<file path="config.mk">
export PLATFORM = sky130hd
export DESIGN_NAME = uart_tx_serializer
export DESIGN_NICKNAME = d
export VERILOG_FILES = /design/src/rtl/uart_tx_serializer.sv
export SDC_FILE = /design/constraint.sdc
export NUM_CORES = 1
export LEC_CHECK = 0
export BUFFER_PORTS_ARGS = -buffer_cell sky130_fd_sc_hd__buf_2
export CAP_MARGIN = 20
export CORE_MARGIN = 2
export CORE_UTILIZATION = 35
export DETAILED_ROUTE_END_ITERATION = 8
export HOLD_SLACK_MARGIN = 0.03
export PLACE_DENSITY = 0.5
export SETUP_SLACK_MARGIN = 0.4
export SKIP_CTS_REPAIR_TIMING = 1
export SYNTH_ARGS = -nofsm -noshare
export SYNTH_HDL_FRONTEND = slang
export SYNTH_SLANG_ARGS = --single-unit
</file>
<file path="constraint.sdc">
create_clock -name baurd_clk -period 2.15 [get_ports baurd_clk]
set_input_delay 0.215 -clock baurd_clk [delete_from_list [all_inputs] [get_ports baurd_clk]]
set_output_delay 0.215 -clock baurd_clk [all_outputs]
set_load 0.02 [all_outputs]
</file>
<file path="src/rtl/uart_tx_serializer.sv">
`timescale 1ns/1ps
// UART transmitter: start bit, LSB-first data, optional parity (UART_TX_PARITY_EN), stop bit(s).
// One cycle from accept to start bit; tx_start is ignored while tx_busy is high (no queuing).
module uart_tx_serializer #(
  parameter int DATA_BITS  = 8,
  parameter int OVERSAMPLE = 16,
  parameter int STOP_BITS  = 1,
  parameter int PARITY_ODD = 0
) (
  input  logic                 baurd_clk,
  input  logic                 reset,
  input  logic                 tx_start,
  input  logic [DATA_BITS-1:0] tx_data,
  output logic                 tx_out,
  output logic                 tx_busy,
  output logic                 tx_done
);

  localparam int PW = (OVERSAMPLE > 1) ? $clog2(OVERSAMPLE) : 1;
  localparam int IW = $clog2(DATA_BITS);
  localparam logic [PW-1:0] PS_LAST  = PW'(OVERSAMPLE - 1);
  localparam logic [IW-1:0] IDX_LAST = IW'(DATA_BITS - 1);

  localparam logic [2:0] S_IDLE   = 3'd0;
  localparam logic [2:0] S_START  = 3'd1;
  localparam logic [2:0] S_DATA   = 3'd2;
  localparam logic [2:0] S_STOP   = 3'd4;
`ifdef UART_TX_PARITY_EN
  localparam logic [2:0] S_PARITY = 3'd3;
`endif

  if (DATA_BITS < 5 || DATA_BITS > 9) begin : g_bad_data_bits
    $error("uart_tx_serializer: DATA_BITS must be 5..9");
  end
  if (OVERSAMPLE < 2) begin : g_bad_oversample
    $error("uart_tx_serializer: OVERSAMPLE must be >= 2");
  end
  if (STOP_BITS != 1 && STOP_BITS != 2) begin : g_bad_stop_bits
    $error("uart_tx_serializer: STOP_BITS must be 1 or 2");
  end
  if (PARITY_ODD != 0 && PARITY_ODD != 1) begin : g_bad_parity_odd
    $error("uart_tx_serializer: PARITY_ODD must be 0 or 1");
  end

  logic [2:0]           state_q, state_d;
  logic [PW-1:0]        ps_q, ps_d;
  logic [IW-1:0]        idx_q, idx_d;
  logic [DATA_BITS-1:0] shift_q, shift_d;
  logic                 stop_q, stop_d;
  logic                 out_q, out_d;
  logic                 busy_q, busy_d;
  logic                 done_q, done_d;
  logic                 wrap;
`ifdef UART_TX_PARITY_EN
  // Untouched copy of the accepted byte; the shift register is consumed as bits go out.
  logic [DATA_BITS-1:0] data_q, data_d;
`endif

  assign wrap = (ps_q == PS_LAST);

  always_comb begin
    state_d = state_q;
    ps_d    = wrap ? '0 : ps_q + 1'b1;
    idx_d   = idx_q;
    shift_d = shift_q;
    stop_d  = stop_q;
    out_d   = out_q;
    busy_d  = busy_q;
    done_d  = 1'b0;
`ifdef UART_TX_PARITY_EN
    data_d  = data_q;
`endif
    case (state_q)
      S_IDLE: begin
        ps_d   = '0;
        out_d  = 1'b1;
        busy_d = 1'b0;
        if (tx_start) begin
          shift_d = tx_data;
`ifdef UART_TX_PARITY_EN
          data_d  = tx_data;
`endif
          state_d = S_START;
          out_d   = 1'b0;
          busy_d  = 1'b1;
        end
      end
      S_START: begin
        if (wrap) begin
          state_d = S_DATA;
          idx_d   = '0;
          out_d   = shift_q[0];
        end
      end
      S_DATA: begin
        if (wrap) begin
          if (idx_q == IDX_LAST) begin
`ifdef UART_TX_PARITY_EN
            state_d = S_PARITY;
            out_d   = (^data_q) ^ (PARITY_ODD != 0);
`else
            state_d = S_STOP;
            stop_d  = 1'b0;
            out_d   = 1'b1;
`endif
          end else begin
            idx_d   = idx_q + 1'b1;
            shift_d = shift_q >> 1;
            out_d   = shift_q[1];
          end
        end
      end
`ifdef UART_TX_PARITY_EN
      S_PARITY: begin
        if (wrap) begin
          state_d = S_STOP;
          stop_d  = 1'b0;
          out_d   = 1'b1;
        end
      end
`endif
      S_STOP: begin
        if (wrap) begin
          if (stop_q == 1'(STOP_BITS - 1)) begin
            state_d = S_IDLE;
            busy_d  = 1'b0;
            done_d  = 1'b1;
            out_d   = 1'b1;
          end else begin
            stop_d = 1'b1;
          end
        end
      end
      default: begin
        state_d = S_IDLE;
        out_d   = 1'b1;
        busy_d  = 1'b0;
      end
    endcase
  end

  always_ff @(posedge baurd_clk or negedge reset) begin
    if (!reset) begin
      state_q <= S_IDLE;
      ps_q    <= '0;
      idx_q   <= '0;
      shift_q <= '0;
      stop_q  <= 1'b0;
      out_q   <= 1'b1;
      busy_q  <= 1'b0;
      done_q  <= 1'b0;
`ifdef UART_TX_PARITY_EN
      data_q  <= '0;
`endif
    end else begin
      state_q <= state_d;
      ps_q    <= ps_d;
      idx_q   <= idx_d;
      shift_q <= shift_d;
      stop_q  <= stop_d;
      out_q   <= out_d;
      busy_q  <= busy_d;
      done_q  <= done_d;
`ifdef UART_TX_PARITY_EN
      data_q  <= data_d;
`endif
    end
  end

  assign tx_out  = out_q;
  assign tx_busy = busy_q;
  assign tx_done = done_q;

endmodule

</file>
==> qor.yml <==
setup_viol: 0
fmax_ghz: 0.601
yosys_most_used_dff: "dfrtp_1"
vias: 881
netlist_instances: 103
crit-reg2reg-capture: "shift_q[0]"
io_pins: 14
finalMaxSlewViolations: 0
die_w_um: 62.0
p_sw_share_pct: 36.6
final_cell_mix: "dfrtp_1, buf_2, buf_4, o32ai_1, a2bb2oi_2"
power_frac_seq_pct: 45.0
critPathSlowestCell: "dfrtp_1"
cp.arrival_ns: 1.91
grt_max_degree: 22
start_util_pct: 35.8
hold_depth: 3
hold_viol: 0
cts_buffers: 3
n_antenna_cell: 0
ys_warn_count: 0
period_share_pct: 77.4
antenna_left: 0
hp-start: "tx_start"
die_h_um: 62.0
holdCritPathClass: "input pin to flip-flop"
yosysSeqAreaShare_pct: 44.8
internal-power_mw: 0.954
synth_nets: 118
crit_buf_inv: 1
fin_tns_setup_ns: 0
pwr_density_cell_nw_per_um2: 1060
outcome: "finished, final reports clean"
antenna_found_initial: 0
routabilityCongestion: 0.794
syn2layout_area_growth_pct: 20.7
critPathCaptureType: "flip-flop"
syn_area_per_cell_um2: 11.4
p_clk_share_pct: 13.2
wl_mm: 2.48
clock_path_buffers: 2
ys_seq_elements: 21
first_pass_iters: 4
critPathLaunchType: "flip-flop"
post_drt_via_cell_ratio: 5.21
cp_top_family: "compound AO/OA/AOI/OAI gates"
crit_fanout: 8
drv_cap: 0
synth_area_um2: 1180
clk_pin_slew_worst_paths_ns: 0.12
crit_required_ns: 2.40
die-area_um2: 3840
core_area_um2: 3280
dp_hpwl_mm: 1.69
critPathKind: "flip-flop to flip-flop"
grtUsageTotal_pct: 14.2
async_flop_share_pct: 100
h-tree-depth: 1
rr_worst_depth: 6
fin_crit_ns: 1.66
drive_above_1_share_pct: 35.8
pwr-share-comb_pct: 41.8
nets: 139
port-buffer-count: 13
cts-root-buf: "clkbuf_4"
whs_endpoint: "state_q[0]"
grt_overflow: 0
cts_tree: "yes"
reg2reg_from: "idx_q[0]"
clock-sinks: 21
grt_pass1_wl_mm: 3.93
grt_setup_unrepaired: "false"
switching_power_mw: 0.551
route.detailed.drc: 0
peakVddDrop_mv: 0.427
rows: 21
first_global_vias: 784
layout_commonest_cell: "dfrtp_1"
regToRegSetupSlack_ns: 0.49
drt_iter0_markers: 38
yosys.cell_types.count: 43
synth-edff-count: 0
clock_skew_ns: 0.00697
routedWlPerCell_um: 14.7
tightest_slew_ns: 0.496
slew_headroom_pct: 66.9
clk_latency_ns: 0.31
slowest_delay_ns: 0.41
crit_path_cell_trace: "ha_2 -> ha_1 -> and2_4 -> a2111oi_4 -> buf_6 -> a2bb2oi_1"
power.leakage_nw: 0.569
post-route-util_pct: 43.2
## power by group through the flow
| stage | Sequential, mW | Clock (mW) | Combinational, mW |
|---|---|---|---|
| floorplan | 0.658 | 0 | 0.428 |
| global placement | 0.665 | 0 | 0.542 |
| detailed placement | 0.666 | 0 | 0.556 |
| CTS | 0.658 | 0.211 | 0.556 |
| global route | 0.702 | 0.225 | 0.699 |
| finish | 0.677 | 0.199 | 0.629 |
## state kept, by name (all words and copies together) (netlist names)
name,flops
tx_busy,1
state_q,3
tx_out,1
tx_done,1
ps_q,4
shift_q,8
idx_q,3
## synth_stat cells (2+ instances only)
cell,instances,share of area [%]
dfrtp_1,20,43
inv_1,4,1.3
a21oi_1,4,1.7
a22o_1,3,2.2
nor2_1,4,1.3
nor2b_1,3,1.6
a2bb2oi_1,7,5.2
ha_1,4,4.3
clkbuf_1,3,0.96
a2111oi_0,2,1.5
xnor2_1,2,1.5
o32ai_1,7,5.2
o21ai_0,3,1.3
nand2b_1,3,1.6
buf_2,2,0.85
or2b_1,5,3.2
## per-layer routing
metal  vias to the layer above  track usage [%]  share of wire [%]
met5                         -                0                  0
met4                         0             6.38               0.52
met3                         2             2.69                2.1
met2                         6             19.0                 48
met1                       438             21.9                 49
li1                        435                -                  -
## layout make-up
| cell class | count | area (um^2) |
|---|---|---|
| clock buffer | 4 | 26.3 |
| fill | 312 | 1860 |
| inverter | 4 | 15.0 |
| multi-input combinational | 71 | 647 |
| sequential | 21 | 528 |
| tap | 46 | 57.6 |
| timing repair buffer | 23 | 146 |
## stage by stage
stage	area [um^2]	hold WS (ns)	cells	total power [mW]	setup WS, ns
3_5_place_dp	1300	0.215	160	1.22	0.314
3_3_place_gp	1300	0.211	160	1.21	0.346
6_report	1420	0.197	169	1.50	0.486
4_1_cts	1320	-0.146	164	1.42	0.284
5_1_grt	1420	0.199	169	1.63	0.405
2_1_floorplan	1180	-0.0806	103	1.09	0.491
## worst max-delay path by stage
stage	cells past startpoint	endpoint	from
floorplan	5	shift_q[7]	idx_q[0]
global placement	5	shift_q[1]	idx_q[0]
detailed placement	5	shift_q[3]	idx_q[0]
CTS	5	shift_q[3]	idx_q[0]
global route	3	idx_q[1]	state_q[2]
finish	6	shift_q[0]	idx_q[0]
## cells by family (layout without fill, tap and decap cells)
group	Yosys count	after routing	synth area share, %
AO/OA/AOI/OAI	33	33	24.3
AND/OR/NAND/NOR	29	29	17.6
flip-flops	21	21	44.8
buffers and inverters	11	31	4.68
adder cells (fa/ha/maj)	4	4	4.26
XOR/XNOR	3	3	2.23
multiplexers	2	2	2.23
## worst reg2reg max path: stages (launching register included)
cell	delay, ns
dfrtp_1	0.41
ha_2	0.20
ha_1	0.19
and2_4	0.18
a2111oi_4	0.28
buf_6	0.19
a2bb2oi_1	0.15
No activity file was read; power rests on OpenSTA's default activity.
